[config.mk]
export PLATFORM = sky130hd
export DESIGN_NAME = buffered_spike_router
export DESIGN_NICKNAME = d
export VERILOG_FILES = /design/src/rtl/buffered_spike_router_pkg.sv /design/src/rtl/buffered_spike_router_rr_arbiter.sv /design/src/rtl/buffered_spike_router.sv
export SDC_FILE = /design/constraint.sdc
export NUM_CORES = 1
export LEC_CHECK = 0
export BUFFER_PORTS_ARGS = -buffer_cell sky130_fd_sc_hd__buf_4
export CAP_MARGIN = 25
export CORE_AREA = 2 2 61 63
export DETAILED_ROUTE_END_ITERATION = 12
export DIE_AREA = 0 0 63 65
export PLACE_DENSITY = 0.81
export SLEW_MARGIN = 25
export SYNTH_ARGS = -nofsm -noshare
export SYNTH_HDL_FRONTEND = slang
export SYNTH_SLANG_ARGS = --single-unit
[constraint.sdc]
create_clock -name clk -period 4.9 [get_ports clk]
set_clock_uncertainty 0.2 [all_clocks]
set_input_delay 0 -clock clk [delete_from_list [all_inputs] [get_ports clk]]
set_output_delay 0 -clock clk [all_outputs]
set_load 0.02 [all_outputs]
[src/rtl/buffered_spike_router_pkg.sv]
// Shared types and constants for the buffered spike router.
// Address 0 is reserved as "no connection" in the translation table.
package spike_router_pkg;

   localparam int DEFAULT_ADDR_WIDTH = 8;
   localparam int NO_CONNECTION      = 0;

   typedef struct packed {
      logic                          on_off;
      logic [DEFAULT_ADDR_WIDTH-1:0] address;
   } spike_event_t;

   // A single-column router still needs a 1-bit pointer to stay legal.
   function automatic int ptr_width(input int n);
      return (n > 1) ? $clog2(n) : 1;
   endfunction

endpackage

[src/rtl/buffered_spike_router_rr_arbiter.sv]
// Combinational round-robin arbiter: grants the first request at or after ptr_i, with wrap.
// The pointer register is owned by the parent.
module rr_arbiter
   import spike_router_pkg::*;
#(
   parameter  int N  = 1,
   localparam int PW = ptr_width(N)
) (
   input  logic [N-1:0]  req_i,
   input  logic [PW-1:0] ptr_i,
   output logic [N-1:0]  gnt_o,
   output logic [PW-1:0] gnt_idx_o,
   output logic          gnt_any_o
);

   logic [PW-1:0] cand_s;

   function automatic logic [PW-1:0] wrap_add(input logic [PW-1:0] base, input int unsigned off);
      int unsigned sum;
      sum = 32'(base) + off;
      if (sum >= 32'(N)) begin
         sum = sum - 32'(N);
      end else begin
         sum = sum;
      end
      return PW'(sum);
   endfunction

   // Scan from the pointer upward and latch onto the first request seen.
   always_comb begin
      gnt_o     = '0;
      gnt_idx_o = '0;
      gnt_any_o = 1'b0;
      cand_s    = '0;
      for (int off = 0; off < N; off++) begin
         cand_s = wrap_add(ptr_i, 32'(off));
         if (!gnt_any_o && req_i[cand_s]) begin
            gnt_o[cand_s] = 1'b1;
            gnt_idx_o     = cand_s;
            gnt_any_o     = 1'b1;
         end else begin
            gnt_any_o = gnt_any_o;
         end
      end
   end

endmodule

[src/rtl/buffered_spike_router.sv]
// Routes column spikes through a per-row translation table into per-row pending sets,
// serialising collisions with a round-robin arbiter; external stimulus wins at the output.
module buffered_spike_router
   import spike_router_pkg::*;
#(
   parameter int NUM_COLS         = 1,
   parameter int NUM_SYNAPSE_ROWS = 1,
   parameter int ADDR_WIDTH       = 8,
   parameter int DROP_CNT_WIDTH   = 16
) (
   input  logic                      clk,
   input  logic                      reset_n,
   input  logic                      col_valid   [NUM_COLS],
   input  logic                      col_on_off  [NUM_COLS],
   input  logic [ADDR_WIDTH-1:0]     connections [NUM_SYNAPSE_ROWS][NUM_COLS],
   input  logic                      ext_valid   [NUM_SYNAPSE_ROWS],
   input  logic                      ext_on_off  [NUM_SYNAPSE_ROWS],
   input  logic [ADDR_WIDTH-1:0]     ext_address [NUM_SYNAPSE_ROWS],
   output logic                      out_valid   [NUM_SYNAPSE_ROWS],
   output logic                      out_on_off  [NUM_SYNAPSE_ROWS],
   output logic [ADDR_WIDTH-1:0]     out_address [NUM_SYNAPSE_ROWS],
   output logic                      pending_any [NUM_SYNAPSE_ROWS],
   output logic [DROP_CNT_WIDTH-1:0] drop_count  [NUM_SYNAPSE_ROWS],
   input  logic                      clear_drops
);

   localparam int PW = ptr_width(NUM_COLS);

   typedef struct packed {
      logic                  on_off;
      logic [ADDR_WIDTH-1:0] address;
   } row_event_t;

   logic [NUM_COLS-1:0]       pend_q      [NUM_SYNAPSE_ROWS];
   logic [NUM_COLS-1:0]       pend_d      [NUM_SYNAPSE_ROWS];
   row_event_t                evt_q       [NUM_SYNAPSE_ROWS][NUM_COLS];
   row_event_t                evt_d       [NUM_SYNAPSE_ROWS][NUM_COLS];
   logic [PW-1:0]             rr_ptr_q    [NUM_SYNAPSE_ROWS];
   logic [PW-1:0]             rr_ptr_d    [NUM_SYNAPSE_ROWS];
   logic                      out_valid_q [NUM_SYNAPSE_ROWS];
   logic                      out_valid_d [NUM_SYNAPSE_ROWS];
   row_event_t                out_evt_q   [NUM_SYNAPSE_ROWS];
   row_event_t                out_evt_d   [NUM_SYNAPSE_ROWS];
   logic [DROP_CNT_WIDTH-1:0] drop_q      [NUM_SYNAPSE_ROWS];
   logic [DROP_CNT_WIDTH-1:0] drop_d      [NUM_SYNAPSE_ROWS];
   logic [NUM_COLS-1:0]       gnt_s       [NUM_SYNAPSE_ROWS];
   logic [PW-1:0]             gnt_idx_s   [NUM_SYNAPSE_ROWS];
   logic                      gnt_any_s   [NUM_SYNAPSE_ROWS];
   logic [NUM_COLS-1:0]       pop_s       [NUM_SYNAPSE_ROWS];

   for (genvar r = 0; r < NUM_SYNAPSE_ROWS; r++) begin : g_row
      rr_arbiter #(.N(NUM_COLS)) u_arb (
         .req_i     (pend_q[r]),
         .ptr_i     (rr_ptr_q[r]),
         .gnt_o     (gnt_s[r]),
         .gnt_idx_o (gnt_idx_s[r]),
         .gnt_any_o (gnt_any_s[r])
      );

      assign out_valid[r]   = out_valid_q[r];
      assign out_on_off[r]  = out_evt_q[r].on_off;
      assign out_address[r] = out_evt_q[r].address;
      assign pending_any[r] = |pend_q[r];
      assign drop_count[r]  = drop_q[r];
   end

   // Output select and pop first, then capture, so a same-cycle re-fire on the popped column re-arms it.
   always_comb begin
      pend_d      = pend_q;
      evt_d       = evt_q;
      rr_ptr_d    = rr_ptr_q;
      out_valid_d = out_valid_q;
      out_evt_d   = out_evt_q;
      drop_d      = drop_q;
      for (int r = 0; r < NUM_SYNAPSE_ROWS; r++) begin
         pop_s[r] = '0;
         if (ext_valid[r]) begin
            out_valid_d[r] = 1'b1;
            out_evt_d[r]   = '{on_off: ext_on_off[r], address: ext_address[r]};
         end else if (gnt_any_s[r]) begin
            out_valid_d[r] = 1'b1;
            out_evt_d[r]   = evt_q[r][gnt_idx_s[r]];
            pop_s[r]       = gnt_s[r];
            pend_d[r]      = pend_q[r] & ~gnt_s[r];
            rr_ptr_d[r]    = (gnt_idx_s[r] == PW'(NUM_COLS - 1)) ? '0 : gnt_idx_s[r] + PW'(1);
         end else begin
            out_valid_d[r] = 1'b0;
         end

         for (int c = 0; c < NUM_COLS; c++) begin
            if (col_valid[c] && (connections[r][c] != ADDR_WIDTH'(NO_CONNECTION))) begin
               if (pend_q[r][c] && !pop_s[r][c]) begin
                  if (drop_d[r] != '1) begin
                     drop_d[r] = drop_d[r] + DROP_CNT_WIDTH'(1);
                  end else begin
                     drop_d[r] = drop_d[r];
                  end
               end else begin
                  pend_d[r][c] = 1'b1;
                  evt_d[r][c]  = '{on_off: col_on_off[c], address: connections[r][c]};
               end
            end else begin
               pend_d[r][c] = pend_d[r][c];
            end
         end

         if (clear_drops) begin
            drop_d[r] = '0;
         end else begin
            drop_d[r] = drop_d[r];
         end
      end
   end

   // State registers; reset discards every pending event.
   always_ff @(posedge clk or negedge reset_n) begin
      if (!reset_n) begin
         for (int r = 0; r < NUM_SYNAPSE_ROWS; r++) begin
            pend_q[r]      <= '0;
            rr_ptr_q[r]    <= '0;
            out_valid_q[r] <= 1'b0;
            out_evt_q[r]   <= '0;
            drop_q[r]      <= '0;
            for (int c = 0; c < NUM_COLS; c++) begin
               evt_q[r][c] <= '0;
            end
         end
      end else begin
         pend_q      <= pend_d;
         evt_q       <= evt_d;
         rr_ptr_q    <= rr_ptr_d;
         out_valid_q <= out_valid_d;
         out_evt_q   <= out_evt_d;
         drop_q      <= drop_d;
      end
   end

endmodule

Yosys cells after proc, flatten, opt, wreduce, memory -nomap -nowiden

Index checks and enable logic that the tools add are counted.

Bits of input ports: 23
Flip-flop bits (word level): 37
Word-level logic and storage cells: 54
Output and inout bits: 27

Bitwise gates (word level): 4
Add/sub/neg operators: 3
Muxes and demuxes: 22
Equal/unequal tests: 1
Reductions and logical operators: 12
$lt $le $gt $ge: 4

Operators by type and width:

| kind                                                             | count |
|---|---|
| 16-bit 2-to-1 mux                                                | 4 |
| 9-bit 2-to-1 mux                                                 | 3 |
| 16-bit by 1-bit adder with 16-bit output (second input constant) | 1 |
| 16-bit inequality test (second input constant)                   | 1 |
| 1-bit 2-to-1 mux                                                 | 15 |
| 2-bit nonzero test                                               | 4 |
| 8-bit nonzero test                                               | 1 |
| 2-bit AND reduction                                              | 2 |
| 1-bit logical AND                                                | 3 |
| 1-bit NOT                                                        | 3 |
| 3-bit AND reduction                                              | 1 |
| 1-bit greater-or-equal comparator (second input constant)        | 2 |
| 1-bit < comparator (second input constant)                       | 2 |
| 1-bit adder (second input constant)                              | 1 |
| 1-bit AND                                                        | 1 |
| 1-bit logical NOT                                                | 1 |
| 1-bit subtractor (second input constant)                         | 1 |

Logic depth before layout (Yosys ltp)

Gate-level depths: netlist of the first run.

Word-level depth: 13
Depth in mapped cells: 9

By module

From an unflattened synthesis of the first run, not the netlist that was laid out.

Cells, all modules: 170
Area total of the unflattened synthesis: 1873.0 µm²

By module, submodules not included:

| module                | cells an instance | times used | area an instance (µm²) |
|---|---|---|---|
| buffered_spike_router | 166               | 1          | 1846.8 |
| rr_arbiter            | 4                 | 1          | 26.3 |

Worst setup path before layout of the first run

No wires, ideal clock.

Path kind: reg2reg
Start: register drop_q (netlist bit drop_count[0])
End: register drop_q (netlist bit drop_count[7])
Cell stages (with the launch flop): 9
Data required time: 4.572 ns
Setup slack: 2.569 ns
Arrival time: 2.003 ns
Clock period less this slack: 2.331 ns
Cell sequence: dfrtp_1 -> ha_1 -> and4_1 -> buf_6 -> and4_4 -> buf_6 -> buf_6 -> nor4_1 -> mux2_1

Word-level cells in the longest chain between the ends: 5

RTL lines:

| what                                     | line                         | RTL |
|---|---|---|
| from (decl)                              | buffered_spike_router.sv:44  | `logic [DROP_CNT_WIDTH-1:0] drop_q [NUM_SYNAPSE_ROWS];` |
| from (signal assigned)                   | buffered_spike_router.sv:134 | `drop_q <= drop_d;` |
| 16-bit by 1-bit adder with 16-bit output | buffered_spike_router.sv:94  | `drop_d[r] = drop_d[r] + DROP_CNT_WIDTH'(1);` |
| 16-bit 2-to-1 mux                        | buffered_spike_router.sv:93  | `if (drop_d[r] != '1) begin` |
| 16-bit 2-to-1 mux                        | buffered_spike_router.sv:92  | `if (pend_q[r][c] && !pop_s[r][c]) begin` |
| 16-bit 2-to-1 mux                        | buffered_spike_router.sv:91  | `if (col_valid[c] && (connections[r][c] != ADDR_WIDTH'(NO_CONNECTION))) begin` |
| 16-bit 2-to-1 mux                        | buffered_spike_router.sv:107 | `if (clear_drops) begin` |

Parallel ways exist; a longest one is shown, timed or not. The select of a mux whose other input is x is not followed.
A chain may end at the register's enable or synchronous reset.

Worst setup path in the final report of the first run

Start: register pend_q, in the netlist pending_any
End: register drop_q (netlist bit drop_count[15])

Word-level cells in the longest chain between the ends: 8

RTL lines:

| what                                   | line                                   | RTL |
|---|---|---|
| from (decl)                            | buffered_spike_router.sv:34            | `logic [NUM_COLS-1:0] pend_q [NUM_SYNAPSE_ROWS];` |
| from (signal assigned)                 | buffered_spike_router.sv:129           | `pend_q <= pend_d;` |
| 1-bit 2-to-1 mux (implied by the code) | buffered_spike_router_rr_arbiter.sv:37 | `if (!gnt_any_o && req_i[cand_s]) begin` |
| 1-bit 2-to-1 mux                       | buffered_spike_router_rr_arbiter.sv:37 |  |
| 1-bit 2-to-1 mux                       | buffered_spike_router.sv:80            | `end else if (gnt_any_s[r]) begin` |
| 1-bit 2-to-1 mux                       | buffered_spike_router.sv:77            | `if (ext_valid[r]) begin` |
| 1-bit logical NOT                      | buffered_spike_router.sv:92            |  |
| 1-bit logical AND (*)                  | buffered_spike_router.sv:92            |  |
| 2-bit nonzero test (no line) (*)       | --                                     |  |
| 3-bit AND reduction (no line) (*)      | --                                     |  |

Mark *: on every way between the ends. The rest lies on a longest branch, timed or not. The select of a mux whose other input is x is not followed.

==> results.py, run 1 <==
metrics = {
    "grt": {
        "grt_max_degree": 37,
        "antenna_found_initial": 0,
        "grt_pass1_vias": 1679,
        "grt_pass1_wl_mm": 8.34,
        "grt-ovfl-total": 0,
        "grt_usage_pct": 26.6,
    },
    "sta": {
        "finalMaxSlewViolations": 0,
        "tightest_slew_ps": 750,
        "clock.fmax_mhz": 407,
        "period_needed_ps": 2460,
        "fin_crit_sh_pct": 50.1,
        "fin_tns_setup_ps": 0,
        "setup_violations": 0,
        "rsz0062_at_grt": "no",
        "hold_viol": 0,
        "max_slew_margin_pct": 50.0,
    },
    "yosys": {
        "ys.flop_type": "dfrtp_1",
        "muxShareOfSynthArea_pct": 13.7,
        "synth_cell_types": 34,
        "synth-seq-cells": 36,
        "synth_simple_gate_area_share_pct": 20.2,
        "synth_edf_count": 0,
        "synthAdderAreaFrac_pct": 0.691,
        "synth.most_common_cell": "dfrtp_1",
        "synth_top_family_by_area": "simple AND/OR/NAND/NOR gates",
        "synthCells": 170,
        "synth_commonest_cells": "36 x dfrtp_1, 18 x nand2_1, 12 x mux2_2, 11 x o21ai_0",
        "synth_area_leaders": "dfrtp_1 50%, mux2_2 7.5%, mux2i_1 5.0%, nand2_1 3.7%, o21ai_0 3.0%",
        "synth_warnings": 0,
        "synthArstFlopShare_pct": 100,
        "seq_area_frac_synth_pct": 49.7,
        "synth_compound_area_share_pct": 10.7,
        "netlist_area_mm2": 0.00181,
        "synth_top_area_share_pct": 49.7,
        "synth_top_cell_by_area": "dfrtp_1",
        "synth-xor-area-share_pct": 0,
        "avgSynthCellArea_um2": 10.7,
        "syn-num-nets": 194,
    },
    "clock_network": {
        "post_cts_buffers": 0,
        "worstSkewPairLatency_ps": 350,
        "htreeDepth": 2,
        "cts_hold_buffers": 44,
        "cts_buffers": 5,
        "cts-resized-gates": 0,
        "cts_tree": "done",
        "clock_path_buffers": 2,
        "cts_root_buf": "clkbuf_4",
        "cts_sinks": 36,
        "clk_pin_slew_ps": 120,
    },
    "power": {
        "powerDensity_mw_per_mm2": 253,
        "p_sw_share_pct": 26.5,
        "power_frac_seq_pct": 49.2,
        "p_sw_w": 0.000181,
        "p_leak_nw": 1.20,
        "vdd_drop_max_uv": 151,
        "cellInternalPower_w": 0.000501,
        "power_frac_comb_pct": 19.9,
        "clkPwrFrac_pct": 30.9,
    },
    "hold_path": {
        "hp-class": "input pin to flop",
    },
    "finish": {
        "final_core_util_pct": 77.0,
        "n_antenna_cell": 0,
        "nFillCells": 223,
        "final_nets": 282,
        "layout-area-overhead-vs-synth_pct": 48.5,
        "drive_gt1_share_pct": 28.6,
    },
    "worst_setup_path": {
        "cp.buffers_inverters": 0,
        "crit_type": "flop to flop",
        "crit_family": "flip-flops",
        "slowest_stage": "dfrtp_1",
        "cp-start-kind": "flop",
        "arrival_ps": 2490,
        "cp_data_required_time_ps": 4930,
        "crit_chain": "nand3_1 > a21o_1 > nor4_1 > mux2_2",
        "end_kind": "flop",
        "critPathMaxFanout": 27,
        "slowest_delay_ps": 770,
    },
    "run_status": {
        "status": "finished, final reports clean",
    },
    "job": {
        "drv_cap": 0,
    },
    "floorplan": {
        "std_cell_rows": 22,
        "io_pins": 50,
        "core_mm2": 0.00350,
        "fp.dieW_um": 63,
        "fp.dieArea_mm2": 0.00410,
        "die_h_um": 65,
        "initial_utilization_pct": 51.8,
    },
    "routing": {
        "final_antenna_net_count": 0,
        "first_iter_violations": 113,
        "drt_pass1_iterations": 4,
        "avgRoutedWirePerCell_um": 16.3,
        "drc": 0,
        "num_vias": 1691,
        "vias_per_cell": 5.51,
        "wirelength_mm": 5.01,
    },
    "place": {
        "dpl.hpwl_mm": 2.51,
        "port_buffers": 49,
        "place_congestion": 0.716,
    },
}
-- logic make-up after synthesis --
| kind of cell | count (synthesis) |
|---|---|
| muxes | 23 |
| AOI/OAI and AO/OA | 32 |
| adders and majority gates | 1 |
| DFF | 36 |
| buffers and inverters | 15 |
| and+or+nand+nor | 63 |
-- sequential cells by signal, indices dropped and copies added, names as in the netlist --
| signal | flops |
|---|---|
| drop_count | 16 |
| evt_q | 9 |
| out_address | 8 |
| out_on_off | 1 |
| out_valid | 1 |
| pending_any | 1 |
-- tightest hold or removal path, delay by kind of cell --
| kind | cells | cell delay [ps] |
|---|---|---|
| buffers and inverters | 2 | 640 |
| multiplexers | 1 | 140 |
-- area by class of cell --
class                      instances  area, um^2  area share, %
clock buffer                       5        37.5           1.39
inverter                           3        11.3          0.418
clock inverter                     3        42.5           1.58
tap                               48        60.1           2.23
timing repair buffer              93         818           30.4
sequential                        36         901           33.5
multi-input combinational        119         821           30.5
-- layout by cell type (no fill, tap or decap), types with 2 or more instances in the layout --
cell / instances
nand2_1: 18
or4_1: 7
nor2_1: 5
mux2_2: 12
and4_1: 4
mux2_1: 2
nor4_1: 5
inv_1: 3
nor4_2: 2
nand4_1: 4
dlygate4sd3_1: 43
buf_4: 49
clkbuf_4: 5
o31ai_1: 7
nand3_1: 6
dfrtp_1: 36
a21oi_1: 9
o21ai_0: 11
mux2i_1: 9
nor2b_1: 5
-- power groups by stage --
stage          registers, W  clock network, W  logic [W]
6_report           0.000336          0.000211   0.000136
5_1_grt            0.000338          0.000229   0.000146
4_1_cts            0.000333          0.000214   0.000129
3_5_place_dp       0.000339                 0  0.0000930
3_3_place_gp       0.000338                 0  0.0000913
2_1_floorplan      0.000347                 0  0.0000385
-- per-stage QoR --
stage          std cells  instance area (um^2)  hold slack, ps  worst slack, ps  power [W]
6_report             307                  2690             252             2440   0.000682
5_1_grt              307                  2690             254             2270   0.000712
4_1_cts              307                  2690             217             2490   0.000676
3_5_place_dp         255                  2160            -222             2500   0.000432
3_3_place_gp         255                  2160            -220             2560   0.000429
2_1_floorplan        170                  1810            -496             2570   0.000386
-- per-layer routing --
metal | wire length (um) | track usage, % | vias up
li1 | - | - | 808
met1 | 2140 | 33.9 | 829
met2 | 2610 | 46.0 | 47
met3 | 208 | 5.38 | 7
met4 | 53 | 7.22 | 0
met5 | 0 | 0 | -
-- path summary, 6_finish.rpt --
check                                    start        endpoint  slack, ps  cells after the start
worst max-delay path               pending_any  drop_count[15]       2440                      4
worst min-delay path            connections[1]        evt_q[1]        250                      3
worst max register to register     pending_any  drop_count[15]       2440                      4
worst min register to register        evt_q[8]        evt_q[8]        320                      1
max in group asynchronous              reset_n  out_address[3]       3810                      4
min in group asynchronous              reset_n  out_address[4]        500                      4
(Power assumes the default switching activity.)
==> run 2: changes to the inputs <==
--- a/config.mk
+++ b/config.mk
@@ -5,12 +5,13 @@
 export SDC_FILE = /design/constraint.sdc
 export NUM_CORES = 1
 export LEC_CHECK = 0
+export ABC_AREA = 1
 export BUFFER_PORTS_ARGS = -buffer_cell sky130_fd_sc_hd__buf_4
 export CAP_MARGIN = 25
-export CORE_AREA = 2 2 61 63
+export CORE_AREA = 2 2 69 71
 export DETAILED_ROUTE_END_ITERATION = 12
-export DIE_AREA = 0 0 63 65
-export PLACE_DENSITY = 0.81
+export DIE_AREA = 0 0 71 73
+export PLACE_DENSITY = 0.74
 export SLEW_MARGIN = 25
 export SYNTH_ARGS = -nofsm -noshare
 export SYNTH_HDL_FRONTEND = slang
==> constraint.sdc (replaced) <==
create_clock -name clk -period 2.2 [get_ports clk]
set_clock_uncertainty 0.2 [all_clocks]
set_input_delay 0 -clock clk [delete_from_list [all_inputs] [get_ports clk]]
set_output_delay 0 -clock clk [all_outputs]
set_load 0.02 [all_outputs]
==> results.py, run 2 <==
metrics = {
    "yosys": {
        "synth_cell_types": 26,
        "synth_area_leaders": "dfrtp_1 44%, nand2_1 20%, nand3_1 7.6%, inv_1 5.3%, nor2_4 3.3%",
        "synthArstFlopShare_pct": 100,
        "synthCells": 272,
        "synth_warnings": 0,
        "ys.flop_type": "dfrtp_1",
        "synth_commonest_cells": "110 x nand2_1, 36 x dfrtp_1, 31 x nand3_1, 29 x inv_1, 12 x nor2_1",
        "seq_area_frac_synth_pct": 43.8,
        "syn-num-nets": 296,
        "synth_top_cell_by_area": "dfrtp_1",
        "synth_edf_count": 0,
        "synth_top_area_share_pct": 43.8,
        "avgSynthCellArea_um2": 7.55,
        "netlist_area_mm2": 0.00205,
        "synth.most_common_cell": "nand2_1",
        "synth-seq-cells": 36,
    },
    "grt": {
        "grt_usage_pct": 21.1,
        "grt_pass1_wl_mm": 8.78,
        "grt_pass1_vias": 1915,
        "grt_max_degree": 37,
        "grt-ovfl-total": 0,
        "antenna_found_initial": 0,
    },
    "clock_network": {
        "cts_root_buf": "clkbuf_8",
        "cts_sinks": 36,
        "post_cts_buffers": 0,
        "worstSkewPairLatency_ps": 290,
        "clk_pin_slew_ps": 80,
        "cts_buffers": 5,
        "htreeDepth": 2,
        "cts_tree": "done",
        "clock_path_buffers": 2,
    },
    "hold_path": {
        "hp-class": "input pin to async pin",
    },
    "worst_setup_path": {
        "critPathMaxFanout": 4,
        "end_kind": "flop",
        "slowest_delay_ps": 570,
        "crit_type": "input pin to flop",
        "crit_chain": "dlygate4sd3_1 > buf_4 > nand2_1 > dlygate4sd3_1 > nand2_1 > dlygate4sd3_1",
        "cp_data_required_time_ps": 2180,
        "arrival_ps": 2020,
        "cp-start-kind": "input pin",
        "path_common_cell": "dlygate4sd3_1",
        "slowest_stage": "dlygate4sd3_1",
    },
    "sta": {
        "fin_tns_setup_ps": 0,
        "clock.fmax_mhz": 491,
        "period_needed_ps": 2040,
        "fin_ws_ps": 163,
        "setup_violations": 0,
        "rsz0062_at_grt": "no",
        "fin_crit_sh_pct": 92.6,
        "tightest_slew_ps": 628,
        "finalMaxSlewViolations": 0,
        "max_slew_margin_pct": 58.0,
        "hold_viol": 0,
    },
    "finish": {
        "nFillCells": 355,
        "final_common_cell": "nand2_1",
        "mostFrequentLayoutCells": "110 x nand2_1, 50 x buf_4, 36 x dfrtp_1",
        "largest_reg_flops": 16,
        "n_antenna_cell": 0,
        "final_nets": 381,
        "drive_gt1_share_pct": 22.3,
        "layout-area-overhead-vs-synth_pct": 41.0,
        "final_core_util_pct": 63.9,
    },
    "floorplan": {
        "die_h_um": 73,
        "fp.dieArea_mm2": 0.00518,
        "core_mm2": 0.00454,
        "initial_utilization_pct": 45.3,
        "fp.dieW_um": 71,
        "std_cell_rows": 25,
        "io_pins": 50,
    },
    "place": {
        "port_buffers": 49,
        "dp_slack_ps": 413,
        "dpl.hpwl_mm": 3.18,
        "place_congestion": 0.854,
    },
    "routing": {
        "num_vias": 2027,
        "wl_met2_mm": 2.37,
        "first_iter_violations": 144,
        "top_layer": "met4",
        "wirelength_mm": 4.98,
        "drc": 0,
        "vias_per_cell": 4.92,
        "met3_length_um": 229,
        "avgRoutedWirePerCell_um": 12.1,
        "drt_pass1_iterations": 4,
        "final_antenna_net_count": 0,
        "wl_met1_mm": 2.31,
    },
    "power": {
        "p_leak_nw": 1.49,
        "vdd_drop_max_uv": 370,
        "powerDensity_mw_per_mm2": 551,
    },
    "job": {
        "drv_cap": 0,
    },
    "run_status": {
        "status": "finished, final reports clean",
    },
}
-- run 2: cell count changes after synthesis, sizes merged, moves of 8 or more --
cell	delta
mux2	-14
a21oi	-8
nand2	+100
mux2i	-9
nand3	+28
nor2	+15
inv	+28
o21ai	-9
-- run 2: logic make-up after synthesis --
| family | after synthesis | share of synthesized area (%) |
|---|---|---|
| buffers and inverters | 40 | 8.89 |
| and+or+nand+nor | 179 | 40.9 |
| AOI/OAI and AO/OA | 11 | 3.65 |
| xor gates and xnor gates | 5 | 2.13 |
| DFF | 36 | 43.8 |
| adders and majority gates | 1 | 0.609 |
-- run 2: metrics by stage --
step | cells | total power [W] | cell area (um^2) | hold WS [ps]
floorplan | 272 | 0.000871 | 2050 | -496
global placement | 371 | 0.000967 | 2450 | -213
detailed placement | 371 | 0.000970 | 2450 | -212
CTS | 412 | 0.00160 | 2890 | 14.7
global route | 412 | 0.00166 | 2900 | 49.3
finish | 412 | 0.00160 | 2900 | 3.62
-- run 2: what timing repair did --
action                                  in CTS  in global routing
hold buffers                                33                  0
hold endpoints to repair                    56                  0
endpoints found under the setup margin       0                  1
gates resized for setup                      0                  1
-- run 2: final timing paths --
check | from | to | slack [ps] | cells after the start
setup / recovery | col_valid | pending_any | 160 | 6
hold / removal | reset_n | evt_q[0] | 4 | 2
hold reg to reg | evt_q[7] | out_address[7] | 290 | 2
min in group clk | clear_drops | drop_count[7] | 30 | 4
setup reg to reg | pending_any | evt_q[8] | 190 | 6
max in group asynchronous | reset_n | drop_count[9] | 1480 | 2
-- run 2: metal layers --
layer / global-route usage (%) / vias to the layer above
met2: 35.4 / 56
met3: 3.73 / 7
met1: 28.3 / 948
li1: - / 1016
met5: 0 / -
met4: 5.87 / 0
-- run 2: cell type report --
| cell class | count | area [um^2] | share of cell area, % |
|---|---|---|---|
| Clock inverter | 3 | 42.5 | 1.47 |
| Tap cell | 54 | 67.6 | 2.33 |
| Sequential cell | 36 | 901 | 31.1 |
| Clock buffer | 5 | 68.8 | 2.37 |
| Multi-Input combinational cell | 196 | 976 | 33.7 |
| Timing Repair Buffer | 83 | 706 | 24.4 |
| Inverter | 35 | 136 | 4.71 |
-- run 2: critical path, delay by kind of cell --
family                 cells  cell delay, ps
buffers and inverters      4            1820
and+or+nand+nor            2             200
-- run 2: report_power, final --
part           internal [W]  switching, W  leakage [nW]
Combinational      0.000134      0.000138         0.987
Clock              0.000335      0.000249        0.0541
Sequential         0.000708     0.0000319         0.452
Total               0.00118      0.000419          1.49
